==> config.mk <==
export PLATFORM = sky130hd
export DESIGN_NAME = z_alu_mc
export DESIGN_NICKNAME = d
export VERILOG_FILES = /design/src/rtl/z_alu_pkg.sv /design/src/rtl/z_alu_muldiv.sv /design/src/rtl/z_alu_mc.sv
export SDC_FILE = /design/constraint.sdc
export NUM_CORES = 1
export LEC_CHECK = 0
export ABC_AREA = 1
export CELL_PAD_IN_SITES_DETAIL_PLACEMENT = 0
export CELL_PAD_IN_SITES_GLOBAL_PLACEMENT = 1
export CORE_MARGIN = 2
export CORE_UTILIZATION = 44
export DETAILED_ROUTE_END_ITERATION = 6
export GPL_TIMING_DRIVEN = 1
export PLACE_DENSITY_LB_ADDON = 0.1
export SLEW_MARGIN = 40
export SYNTH_ARGS = -nofsm -noshare
export SYNTH_HDL_FRONTEND = slang
export SYNTH_SLANG_ARGS = --single-unit
==> constraint.sdc <==
create_clock -name i_clk -period 7.7 [get_ports i_clk]
set_clock_uncertainty 0.05 [all_clocks]
set_input_delay 1.155 -clock i_clk [delete_from_list [all_inputs] [get_ports i_clk]]
set_output_delay 1.155 -clock i_clk [all_outputs]
set_load 0.05 [all_outputs]
==> src/rtl/z_alu_pkg.sv <==
// Shared opcodes, FSM states and flag bit positions for the multi-cycle ALU.
package z_alu_pkg;

    localparam logic [3:0] OP_ADD = 4'h0;
    localparam logic [3:0] OP_SUB = 4'h1;
    localparam logic [3:0] OP_MUL = 4'h2;
    localparam logic [3:0] OP_DIV = 4'h3;
    localparam logic [3:0] OP_OR  = 4'h4;
    localparam logic [3:0] OP_AND = 4'h5;
    localparam logic [3:0] OP_XOR = 4'h6;
    localparam logic [3:0] OP_SHL = 4'h7;
    localparam logic [3:0] OP_SHR = 4'h8;

    localparam int FLG_ZERO  = 0;
    localparam int FLG_CARRY = 1;
    localparam int FLG_OVF   = 2;
    localparam int FLG_DIV0  = 3;

    typedef enum logic [1:0] {
        ST_IDLE = 2'd0,
        ST_BUSY = 2'd1,
        ST_DONE = 2'd2
    } state_t;

    // MUL and DIV are the only opcodes that go through the iterative datapath.
    function automatic logic is_multi(input logic [3:0] op);
        return (op == OP_MUL) || (op == OP_DIV);
    endfunction

endpackage

==> src/rtl/z_alu_muldiv.sv <==
// Iterative radix-2 multiply (shift-add) / restoring divide sharing one adder.
// hi_q is the product upper half or the partial remainder; lo_q is the
// multiplier being consumed or the dividend being replaced by quotient bits.
// res_* present the value the registers take on the current step, so the
// caller can capture the final result on the same edge as the last step.
module z_alu_muldiv
    import z_alu_pkg::*;
#(
    parameter int WIDTH = 16
) (
    input  logic             clk,
    input  logic             rst,
    input  logic             start,
    input  logic             is_div,
    input  logic             step,
    input  logic [WIDTH-1:0] op_a,
    input  logic [WIDTH-1:0] op_b,
    output logic [WIDTH-1:0] res_lo,
    output logic [WIDTH-1:0] res_hi
);

    logic [WIDTH-1:0] hi_q, lo_q, mcand_q;
    logic             div_q;
    logic [WIDTH:0]   add_x, add_y;
    logic [WIDTH+1:0] add_s;
    logic             ge;
    logic [WIDTH-1:0] hi_n, lo_n;

    // One step: a single WIDTH+1-bit add, used as subtract (with carry-in) for divide.
    always_comb begin
        add_x = '0;
        add_y = '0;
        hi_n  = hi_q;
        lo_n  = lo_q;
        ge    = 1'b0;
        if (div_q) begin
            add_x = {hi_q, lo_q[WIDTH-1]};
            add_y = ~{1'b0, mcand_q};
        end else begin
            add_x = {1'b0, hi_q};
            add_y = {1'b0, (lo_q[0] ? mcand_q : '0)};
        end
        add_s = {1'b0, add_x} + {1'b0, add_y} + {{(WIDTH+1){1'b0}}, div_q};
        if (div_q) begin
            // Carry-out of x + ~y + 1 means the shifted remainder >= divisor.
            ge   = add_s[WIDTH+1];
            hi_n = ge ? add_s[WIDTH-1:0] : add_x[WIDTH-1:0];
            lo_n = {lo_q[WIDTH-2:0], ge};
        end else begin
            hi_n = add_s[WIDTH:1];
            lo_n = {add_s[0], lo_q[WIDTH-1:1]};
        end
        res_lo = lo_n;
        res_hi = hi_n;
    end

    // Operand load on start, then one register update per step.
    always_ff @(posedge clk) begin
        if (rst) begin
            hi_q    <= '0;
            lo_q    <= '0;
            mcand_q <= '0;
            div_q   <= 1'b0;
        end else if (start) begin
            div_q   <= is_div;
            hi_q    <= '0;
            lo_q    <= is_div ? op_b : op_a;
            mcand_q <= is_div ? op_a : op_b;
        end else if (step) begin
            hi_q <= hi_n;
            lo_q <= lo_n;
        end
    end

endmodule

==> src/rtl/z_alu_mc.sv <==
// Multi-cycle WIDTH-bit ALU with valid/ready handshake on both sides.
// Single-cycle ops are computed inline at accept; MUL/DIV run WIDTH steps
// through z_alu_muldiv. Results and flags are held until the consumer takes them.
module z_alu_mc
    import z_alu_pkg::*;
#(
    parameter int WIDTH = 16,
    parameter int SHW   = $clog2(WIDTH)
) (
    input  logic             i_clk,
    input  logic             i_rst,
    input  logic             i_valid,
    output logic             o_ready,
    input  logic [WIDTH-1:0] i_data_a,
    input  logic [WIDTH-1:0] i_data_b,
    input  logic [3:0]       i_ctrl,
    output logic             o_valid,
    input  logic             i_ready,
    output logic [WIDTH-1:0] o_data,
    output logic [WIDTH-1:0] o_data_hi,
    output logic [3:0]       o_flags
);

    localparam int CW = $clog2(WIDTH) + 1;

    state_t           state, state_n;
    logic [CW-1:0]    count;
    logic             accept;
    logic             is_md;
    logic             md_last;
    logic             is_div_q;
    logic             div0_q;
    logic [WIDTH-1:0] md_lo, md_hi;
    logic [3:0]       md_flags;
    logic [WIDTH-1:0] sc_data;
    logic [3:0]       sc_flags;
    logic [WIDTH:0]   add_w, sub_w, shl_w;
    logic [SHW-1:0]   sh;

    assign is_md   = is_multi(i_ctrl);
    assign md_last = (state == ST_BUSY) && (count == CW'(1));

    // Next state and handshake outputs; DONE forwards i_ready so ops can issue back-to-back.
    always_comb begin
        state_n = state;
        o_ready = 1'b0;
        o_valid = 1'b0;
        accept  = 1'b0;
        case (state)
            ST_IDLE: o_ready = 1'b1;
            ST_BUSY: if (md_last) state_n = ST_DONE;
            ST_DONE: begin
                o_valid = 1'b1;
                o_ready = i_ready;
                if (i_ready && !i_valid) state_n = ST_IDLE;
            end
            default: state_n = ST_IDLE;
        endcase
        accept = i_valid && o_ready;
        if (accept) state_n = is_md ? ST_BUSY : ST_DONE;
    end

    // Single-cycle result and flags straight from the input operands.
    always_comb begin
        sh       = i_data_a[SHW-1:0];
        add_w    = {1'b0, i_data_b} + {1'b0, i_data_a};
        sub_w    = {1'b0, i_data_b} - {1'b0, i_data_a};
        shl_w    = {1'b0, i_data_b} << sh;
        sc_data  = add_w[WIDTH-1:0];
        sc_flags = '0;
        case (i_ctrl)
            OP_SUB: begin
                sc_data            = sub_w[WIDTH-1:0];
                sc_flags[FLG_CARRY] = sub_w[WIDTH];
                sc_flags[FLG_OVF]   = (i_data_b[WIDTH-1] != i_data_a[WIDTH-1]) &&
                                      (sub_w[WIDTH-1] != i_data_b[WIDTH-1]);
            end
            OP_OR:  sc_data = i_data_b | i_data_a;
            OP_AND: sc_data = i_data_b & i_data_a;
            OP_XOR: sc_data = i_data_b ^ i_data_a;
            OP_SHL: begin
                // Bit WIDTH of the widened shift is the last bit pushed out (0 for sh==0).
                sc_data             = shl_w[WIDTH-1:0];
                sc_flags[FLG_CARRY] = shl_w[WIDTH];
            end
            OP_SHR: sc_data = i_data_b >> sh;
            default: begin
                sc_data             = add_w[WIDTH-1:0];
                sc_flags[FLG_CARRY] = add_w[WIDTH];
                sc_flags[FLG_OVF]   = (i_data_b[WIDTH-1] == i_data_a[WIDTH-1]) &&
                                      (add_w[WIDTH-1] != i_data_b[WIDTH-1]);
            end
        endcase
        sc_flags[FLG_ZERO] = (sc_data == '0);
    end

    // Flags for the iterative result, built from the final-step values.
    always_comb begin
        md_flags            = '0;
        md_flags[FLG_ZERO]  = (md_lo == '0);
        md_flags[FLG_OVF]   = !is_div_q && (md_hi != '0);
        md_flags[FLG_DIV0]  = div0_q;
    end

    // FSM state and step counter.
    always_ff @(posedge i_clk) begin
        if (i_rst) begin
            state <= ST_IDLE;
            count <= '0;
        end else begin
            state <= state_n;
            if (accept && is_md)       count <= CW'(WIDTH);
            else if (state == ST_BUSY) count <= count - CW'(1);
        end
    end

    // Result registers: loaded at accept (single-cycle) or on the last step, held otherwise.
    always_ff @(posedge i_clk) begin
        if (i_rst) begin
            o_data    <= '0;
            o_data_hi <= '0;
            o_flags   <= '0;
            is_div_q  <= 1'b0;
            div0_q    <= 1'b0;
        end else if (accept) begin
            if (is_md) begin
                is_div_q <= (i_ctrl == OP_DIV);
                div0_q   <= (i_ctrl == OP_DIV) && (i_data_a == '0);
            end else begin
                o_data    <= sc_data;
                o_data_hi <= '0;
                o_flags   <= sc_flags;
            end
        end else if (md_last) begin
            o_data    <= md_lo;
            o_data_hi <= md_hi;
            o_flags   <= md_flags;
        end
    end

    z_alu_muldiv #(
        .WIDTH (WIDTH)
    ) u_muldiv (
        .clk    (i_clk),
        .rst    (i_rst),
        .start  (accept && is_md),
        .is_div (i_ctrl == OP_DIV),
        .step   (state == ST_BUSY),
        .op_a   (i_data_a),
        .op_b   (i_data_b),
        .res_lo (md_lo),
        .res_hi (md_hi)
    );

endmodule
## Word-level counts from Yosys, hierarchy flattened

Index checks and enable logic that the tools add are counted.

| operators by class | value |
|---|---|
| add/subtract/negate cells | 5 |
| eq/ne operators | 19 |
| shift operators | 2 |
| multiplexer cells | 31 |
| bitwise gates (word level) | 4 |
| reductions and logical operators | 24 |

Operator list:

| operator | count |
|---|---|
| $mux 16 | 14 |
| $pmux 16 s6 | 1 |
| $logic_not 16->1 | 3 |
| $mux 17 | 2 |
| $add 17x17->18 | 1 |
| $add 18x1->18 | 1 |
| $add 16x16->17 | 1 |
| $not 16->17 | 1 |
| $shl 16x4->17 | 1 |
| $sub 16x16->17 | 1 |
| $and 16x16->16 | 1 |
| $eq 4x3->1 const B | 4 |
| $or 16x16->16 | 1 |
| $reduce_bool 16->1 | 1 |
| $shr 16x4->16 | 1 |
| $xor 16x16->16 | 1 |
| $mux 4 | 3 |
| $mux 5 | 2 |
| $eq 4x2->1 const B | 2 |
| $logic_and 1x1->1 | 8 |
| $mux 2 | 4 |
| $ne 3x3->1 const B | 2 |
| $pmux 2 s3 | 1 |
| $eq 5x1->1 const B | 1 |
| other kinds (20) | 27 |

| word-level totals | value |
|---|---|
| register bits | 94 |
| input bits | 40 |
| logic and storage cells | 97 |

## Depth between registers and ports, before layout

Gate-level depths: netlist of the first run.

| depth | value |
|---|---|
| word-level depth | 10 |
| mapped depth | 26 |

## Cells and area by module

Synthesis of the first run repeated with hierarchy kept, for this count alone.

| second synthesis, totals | value |
|---|---|
| cells, all modules | 1,901 |
| area, all modules | 10,706.5 µm² |

By module, submodules not included:

| module | instances | cells each | area an instance (µm²) | seq. area each (µm²) |
|---|---|---|---|---|
| z_alu_mc | 1 | 1,128 | 6,142.1 | 900.9 |
| z_alu_muldiv | 1 | 773 | 4,564.4 | 980.9 |

## Least setup slack after synthesis of the first run

OpenSTA, ideal clock, no wires.

| path | value |
|---|---|
| kind | register to register |
| from | register is_div_q |
| to | register o_flags[2] |
| arrival time | 3.176 ns |
| data required time | 7.518 ns |
| path slack | 4.342 ns |
| stages on the path, launching flop included | 22 |
| buffers on the path | 4 |
| clock period less this slack | 3.358 ns |
| cells stage by stage | dfxtp_1 buf_4 buf_2 clkbuf_1 buf_1 o21ai_0 fa_1 fa_1 inv_1 nand3_1 nand3_1 nand3_1 nand4_1 nand2_1 nand2_1 nand3_1 nor2_1 nand2_1 nor2_1 nand2_1 nand2_1 a21oi_1 |

| between the ends | value |
|---|---|
| cells in the longest elaborated chain, start to end | 4 |

Ends and longest elaborated chain:

| item | line | RTL |
|---|---|---|
| start: declaration | z_alu_mc.sv:31 | `logic is_div_q;` |
| start signal: assignment | z_alu_mc.sv:127 | `is_div_q <= (i_ctrl == OP_DIV);` |
| $logic_not 1->1 | z_alu_mc.sv:101 | `md_flags[FLG_OVF] = !is_div_q && (md_hi != '0);` |
| $logic_and 1x1->1 | z_alu_mc.sv:101 |  |
| $mux 4 | z_alu_mc.sv:134 | `end else if (md_last) begin` |
| $mux 4 | z_alu_mc.sv:125 | `end else if (accept) begin` |
| end signal: assignment | z_alu_mc.sv:132 | `o_flags <= sc_flags;` |
| end signal: assignment | z_alu_mc.sv:137 | `o_flags <= md_flags;` |
| end: declaration | z_alu_mc.sv:21 | `output logic [3:0] o_flags` |

No other way between the ends. The select of a mux whose other input is x is not followed.
A chain may end at the register's enable or synchronous reset.

## Final worst setup path of the first run

Ends and elaborated chain as after synthesis.

==> impl_metrics.env, run 1 <==
export IMPL_status="finished, violations left"
export IMPL_violations="design-rule violations"
export IMPL_worstHoldStart="o_data_hi[14]$_SDFFE_PP0P_"
export IMPL_critPathRequiredTime_ns=7.87
export IMPL_leakage_nw=5.55
export IMPL_tightest_slew_ns=0.803
export IMPL_synth_edff_count=0
export IMPL_syn_area_per_cell_um2=5.55
export IMPL_final_hold_violation_count=0
export IMPL_grt_setup_unrepaired="no"
export IMPL_grt_max_degree=72
export IMPL_powerDensity_nw_per_um2=128
export IMPL_place_gp_congestion=1.00
export IMPL_synth_yosys_seq_area_share=0.182
export IMPL_hold_path_class="reg2reg"
export IMPL_pin_count=78
export IMPL_ys_seq_elements=93
export IMPL_cts_hold_buf=0
export IMPL_cp_top_family="simple AND/OR/NAND/NOR gates"
export IMPL_nets=1970
export IMPL_slowest_delay_ns=0.76
export IMPL_synth_most_common_cell="nand2_1"
export IMPL_dieArea_um2=24500
export IMPL_drt_initial_drc_count=1170
export IMPL_max_slew_margin=0.463
export IMPL_first_global_vias=11000
export IMPL_htreeDepth=3
export IMPL_r2r_end="o_flags[2]$_SDFFE_PP0P_"
export IMPL_preCtsSetupSlack_ns=3.26
export IMPL_dp_hpwl_mm=31.6
export IMPL_fin_crit_sh=0.601
export IMPL_diodes=0
export IMPL_grt_usage=0.329
export IMPL_synthTopCellsByCount="nand2_1 (609), nand3_1 (222), inv_1 (218)"
export IMPL_crit_path_start_kind="flop"
export IMPL_route_detailed_drc=2
export IMPL_die_h_um=156
export IMPL_multi_input_area_um2=7100
export IMPL_p_seq_frac=0.352
export IMPL_crit_arrival_ns=4.80
export IMPL_clk_path_buf_depth=2
export IMPL_cp_num_buf_inv=3
export IMPL_gr_total_overflow=0
export IMPL_ir_worst_vdd_mv=0.104
export IMPL_cts_made_buffers=9
export IMPL_worst_path_most_repeated_cell="nand2_1"
export IMPL_antenna_found_initial=0
export IMPL_clk_latency_ns=0.35
export IMPL_synthCells=1843
export IMPL_final_setup_worst_slack_ns=3.07
export IMPL_slowest_stage="clkinv_2"
export IMPL_io_buffers=77
export IMPL_synth_distinct_cells=47
export IMPL_reg2reg_from="is_div_q$_SDFFE_PP0P_"
export IMPL_finalPower_mw=1.45
export IMPL_drv_cap=0
export IMPL_worstRegToRegCells=18
export IMPL_fp_dieW_um=156
export IMPL_setup_viol=0
export IMPL_clkSinkCount=93
export IMPL_crit_path_cell_trace="buf_4, clkinv_2, o21ai_0, ha_1, nand2_1, inv_1, nand2_1, a21oi_1, nor2_4, nand2_4, nand2_1, nand3_1, nor2_1, nand2_1, nor2_1, nand2_1, nand2_1, a21oi_1"
export IMPL_period_minus_slack_ns=4.63
export IMPL_wire_per_inst_um=18.7
export IMPL_internal_power_mw=0.871
export IMPL_routed_wl_mm=40.2
export IMPL_clk_pin_slew_ns=0.08
export IMPL_synth_area_leaders="nand2_1 (22%), dfxtp_1 (18%), nand3_1 (11%)"
export IMPL_hold_depth=2
export IMPL_placed_area_um2=11100
export IMPL_cts_tree="built"
export IMPL_cts_root_buffer="clkbuf_16"
export IMPL_worstSetupPathType="reg2reg"
export IMPL_start_util=0.450
export IMPL_reg2reg_slack_ns=3.07
export IMPL_p_sw_frac=0.399
export IMPL_num_vias=11900
export IMPL_syn_num_nets=1953
export IMPL_fin_tns_setup_ns=0
export IMPL_ys_async_sr_fraction=0
export IMPL_vias_per_cell=5.53
export IMPL_clock_fmax_mhz=216
export IMPL_drt_pass1_iter_count=7
export IMPL_combPwrFrac=0.343
export IMPL_clockPowerShare=0.306
export IMPL_coreArea_um2=22700
export IMPL_yosys_area_top_type="nand2_1"
export IMPL_grt_pass1_wl_mm=62.3
export IMPL_slew_violations=0
export IMPL_final_layout_size_suffix_gt1_frac=0.0343
export IMPL_post_cts_resized=0
export IMPL_regArea_um2=1860
export IMPL_fillers=2515
export IMPL_ant_nets=0
export IMPL_cp_end_kind="flop"
export IMPL_synthFlopType="dfxtp_1"
export IMPL_yosysTopAreaCellShare=0.224
export IMPL_post_cts_buffers=0
export IMPL_design_area_um2=11300
export IMPL_ys_warn_count=0
export IMPL_synth_area_um2=10200
export IMPL_crit_fanout=71
export IMPL_holdPathEnd="o_data_hi[14]$_SDFFE_PP0P_"
export IMPL_p_sw_mw=0.578
export IMPL_syn2layout_area_growth_pct=11.0
export IMPL_rows=55
==> cell usage in the layout, fill, tap and decap left out, types with 5 or more instances in the layout <==
cell type and instances:
dfxtp_1 92, o21ai_0 119, a21oi_1 109, nand4_1 34
xor2_1 9, nand2_1 609, nor3_1 8, inv_1 218
o21ai_1 6, a31oi_1 17, a22oi_1 7, o211ai_1 5
ha_1 66, nor2_1 155, or2_2 6, o22ai_1 5
clkdlybuf4s50_1 76, buf_4 10, nand3_1 222, clkbuf_16 9
inv_2 12
==> area by class of cell <==
class | instances | share of cell area
multi-input combinational | 1434 | 0.626
sequential | 93 | 0.164
clock inverter | 7 | 0.00585
tap | 285 | 0.0314
timing repair buffer | 87 | 0.0741
inverter | 235 | 0.0781
clock buffer | 9 | 0.0199
==> worst max path at each step <==
| stage | start | to | cells after the start |
|---|---|---|---|
| 3_5_place_dp | i_data_a[2] | o_flags[0]$_SDFFE_PP0P_ | 18 |
| 4_1_cts | is_div_q$_SDFFE_PP0P_ | o_flags[2]$_SDFFE_PP0P_ | 18 |
| 3_3_place_gp | i_data_a[2] | o_flags[0]$_SDFFE_PP0P_ | 18 |
| 2_1_floorplan | is_div_q$_SDFFE_PP0P_ | o_flags[2]$_SDFFE_PP0P_ | 21 |
| 6_report | is_div_q$_SDFFE_PP0P_ | o_flags[2]$_SDFFE_PP0P_ | 18 |
| 5_1_grt | is_div_q$_SDFFE_PP0P_ | o_flags[2]$_SDFFE_PP0P_ | 20 |
==> sequential cells by signal (all words and copies together), names as in the netlist <==
| register | count |
|---|---|
| div0_q | 1 |
| is_div_q | 1 |
| u_muldiv.hi_q | 16 |
| u_muldiv.mcand_q | 16 |
| o_data_hi | 16 |
| state | 2 |
| o_data | 16 |
| count | 5 |
| o_flags | 4 |
| u_muldiv.lo_q | 16 |
==> stage by stage <==
step | hold WS (ns) | utilization | cells
floorplan | 0.373 | - | 1843
global placement | 0.403 | 0.487 | 2134
detailed placement | 0.407 | 0.487 | 2134
CTS | 0.419 | 0.500 | 2150
global route | 0.433 | 0.499 | 2150
finish | 0.416 | 0.499 | 2150
==> worst min-delay path, delay by kind of cell (launching register included) <==
family           cells  cell delay, ns
flip-flops           1            0.31
AO/OA/AOI/OAI        1            0.05
AND/OR/NAND/NOR      1            0.06
==> logic make-up after synthesis <==
family / count (synthesis) / share of synthesized area
AOI/OAI and AO/OA: 286 / 0.151
xor gates and xnor gates: 13 / 0.0111
buffers and inverters: 316 / 0.124
DFF: 93 / 0.182
and+or+nand+nor: 1065 / 0.443
adders and majority gates: 70 / 0.0886
==> power by group through the flow <==
stage	logic, mW	clock network (mW)	registers (mW)
after detailed placement	0.485	0	0.521
final	0.497	0.443	0.510
after CTS	0.487	0.445	0.510
after global routing	0.540	0.465	0.512
after floorplan	0.285	0	0.549
after global placement	0.488	0	0.521
==> layer usage <==
metal / up-vias / GRT usage / part of all wire
met3: 69 / 0.0282 / 0.059
met1: 5378 / 0.417 / 0.42
met5: - / 0 / 0
li1: 5980 / - / -
met4: 0 / 0.128 / 0.039
met2: 460 / 0.579 / 0.48
No activity file was read; power rests on OpenSTA's default activity.
==> run 2, diff against run 1 <==
--- a/config.mk
+++ b/config.mk
@@ -9,7 +9,7 @@
 export CELL_PAD_IN_SITES_DETAIL_PLACEMENT = 0
 export CELL_PAD_IN_SITES_GLOBAL_PLACEMENT = 1
 export CORE_MARGIN = 2
-export CORE_UTILIZATION = 44
+export CORE_UTILIZATION = 41
 export DETAILED_ROUTE_END_ITERATION = 6
 export GPL_TIMING_DRIVEN = 1
 export PLACE_DENSITY_LB_ADDON = 0.1
==> constraint.sdc (replaced) <==
create_clock -name i_clk -period 4.65 [get_ports i_clk]
set_clock_uncertainty 0.05 [all_clocks]
set_input_delay 0.6975 -clock i_clk [delete_from_list [all_inputs] [get_ports i_clk]]
set_output_delay 0.6975 -clock i_clk [all_outputs]
set_load 0.05 [all_outputs]
==> impl_metrics.env, run 2 (same netlist as run 1, synthesis figures left out) <==
export IMPL_status="finished clean"
export IMPL_drt_pass1_iter_count=6
export IMPL_slew_violations=0
export IMPL_clk_pin_slew_ns=0.08
export IMPL_ir_worst_vdd_mv=0.193
export IMPL_antenna_found_initial=0
export IMPL_worstHoldStart="o_data[2]$_SDFFE_PP0P_"
export IMPL_period_minus_slack_ns=3.69
export IMPL_cts_root_buffer="clkbuf_16"
export IMPL_diodes=0
export IMPL_fillers=2762
export IMPL_dp_hpwl_mm=34.2
export IMPL_slowest_stage="buf_4"
export IMPL_layout_cells_most_common="nand2_1"
export IMPL_cts_made_buffers=9
export IMPL_placed_area_um2=11300
export IMPL_cp_depth=19
export IMPL_tightest_slew_ns=0.859
export IMPL_syn2layout_area_growth_pct=13.2
export IMPL_design_area_um2=11600
export IMPL_holdPathEnd="o_data[2]$_SDFFE_PP0P_"
export IMPL_crit_path_cell_trace="buf_4, o21ai_0, ha_1, nand2_1, inv_1, nand2_1, nand2_1, inv_1, nand3_1, nand2_2, nand2_4, nand3_1, nand3_1, nor2_1, nand2_1, nor2_1, nand2_1, nand2_1, a21oi_1"
export IMPL_gr_total_overflow=0
export IMPL_cp_num_buf_inv=3
export IMPL_fin_crit_sh=0.794
export IMPL_clk_path_buf_depth=2
export IMPL_crit_fanout=70
export IMPL_place_gp_congestion=1.05
export IMPL_grt_pass1_wl_mm=64.9
export IMPL_nets=1993
export IMPL_dieArea_um2=26200
export IMPL_final_cell_mix="nand2_1 (609), nand3_1 (222), inv_1 (217), nor2_1 (156), o21ai_0 (119)"
export IMPL_r2r_end="o_flags[2]$_SDFFE_PP0P_"
export IMPL_reg2reg_slack_ns=0.96
export IMPL_clock_fmax_mhz=271
export IMPL_fp_dieW_um=162
export IMPL_max_slew_margin=0.427
export IMPL_post_cts_buffers=0
export IMPL_leakage_nw=5.66
export IMPL_grt_setup_unrepaired="no"
export IMPL_cp_top_family="simple AND/OR/NAND/NOR gates"
export IMPL_cts_hold_buf=0
export IMPL_hold_depth=2
export IMPL_drt_initial_drc_count=1253
export IMPL_fin_tns_setup_ns=0
export IMPL_start_util=0.419
export IMPL_wire_per_inst_um=19.3
export IMPL_htreeDepth=3
export IMPL_crit_path_start_kind="flop"
export IMPL_drv_cap=0
export IMPL_grt_usage=0.323
export IMPL_powerDensity_nw_per_um2=211
export IMPL_critPathRequiredTime_ns=4.83
export IMPL_rows=57
export IMPL_final_layout_size_suffix_gt1_frac=0.0456
export IMPL_slowest_delay_ns=0.51
export IMPL_hold_path_class="reg2reg"
export IMPL_ant_nets=0
export IMPL_die_h_um=162
export IMPL_post_cts_resized=0
export IMPL_cp_end_kind="flop"
export IMPL_routed_wl_mm=42.7
export IMPL_io_buffers=77
export IMPL_final_hold_violation_count=0
export IMPL_grt_max_degree=71
export IMPL_vias_per_cell=5.46
export IMPL_finalPower_mw=2.44
export IMPL_route_detailed_drc=0
export IMPL_pin_count=78
export IMPL_cts_tree="built"
export IMPL_worstSetupPathType="reg2reg"
export IMPL_setup_viol=0
export IMPL_reg2reg_from="is_div_q$_SDFFE_PP0P_"
export IMPL_first_global_vias=11200
export IMPL_num_vias=12100
export IMPL_clk_latency_ns=0.35
export IMPL_worstRegToRegCells=19
export IMPL_clkSinkCount=93
export IMPL_crit_arrival_ns=3.87
export IMPL_worst_path_most_repeated_cell="nand2_1"
export IMPL_coreArea_um2=24400
run 2: cell types whose count changed in the layout (fill, tap and decap cells not counted), sizes merged:
cell	delta
buf	+22
inv	+3
clkinv	-3
clkdlybuf4s50	+1
run 2: worst max-delay path by stage:
stage	from	to	slack (ns)
2_1_floorplan	is_div_q$_SDFFE_PP0P_	o_flags[2]$_SDFFE_PP0P_	1.29
5_1_grt	is_div_q$_SDFFE_PP0P_	o_flags[2]$_SDFFE_PP0P_	0.61
3_3_place_gp	i_data_b[2]	o_flags[0]$_SDFFE_PP0P_	0.85
4_1_cts	is_div_q$_SDFFE_PP0P_	o_flags[2]$_SDFFE_PP0P_	0.98
3_5_place_dp	i_data_b[2]	o_flags[0]$_SDFFE_PP0P_	0.86
6_report	is_div_q$_SDFFE_PP0P_	o_flags[2]$_SDFFE_PP0P_	0.96
run 2: worst reg2reg max path, stage by stage, from the launching register on:
cell	delay, ns
dfxtp_2	0.34
buf_4	0.51
o21ai_0	0.36
ha_1	0.43
nand2_1	0.16
inv_1	0.05
nand2_1	0.06
nand2_1	0.07
inv_1	0.08
nand3_1	0.11
nand2_2	0.32
nand2_4	0.22
nand3_1	0.11
nand3_1	0.20
nor2_1	0.16
nand2_1	0.06
nor2_1	0.10
nand2_1	0.06
nand2_1	0.06
a21oi_1	0.05
run 2: through the flow:
stage                     cells  worst slack [ns]  utilization  hold slack (ns)
after global placement     2196             0.848        0.462            0.402
after detailed placement   2196             0.857        0.462            0.405
after global routing       2212             0.605        0.474            0.439
after floorplan            1843              1.29            -            0.373
final                      2212             0.960        0.474            0.415
after CTS                  2212             0.976        0.474            0.418
run 2: cell type report:
cell class / count / area (µm²) / share of cell area
Clock inverter: 7 / 75.1 / 0.00649
Sequential cell: 93 / 1860 / 0.161
Clock buffer: 9 / 225 / 0.0195
Inverter: 235 / 885 / 0.0764
Tap cell: 324 / 405 / 0.0350
Multi-Input combinational cell: 1434 / 7100 / 0.614
Timing Repair Buffer: 110 / 1020 / 0.0880
run 2: layer usage:
metal  vias up  global-route usage  share of wire
met5         -                   0              0
li1       6030                   -              -
met1      5490               0.398           0.41
met2       453               0.547           0.47
met4         0               0.188          0.065
met3       111              0.0345          0.055
run 2: power breakdown:
part,total (mW),internal [mW],switching [mW]
logic,0.848,0.257,0.591
clock network,0.752,0.383,0.369
registers,0.844,0.824,0.0196
total,2.44,1.46,0.979
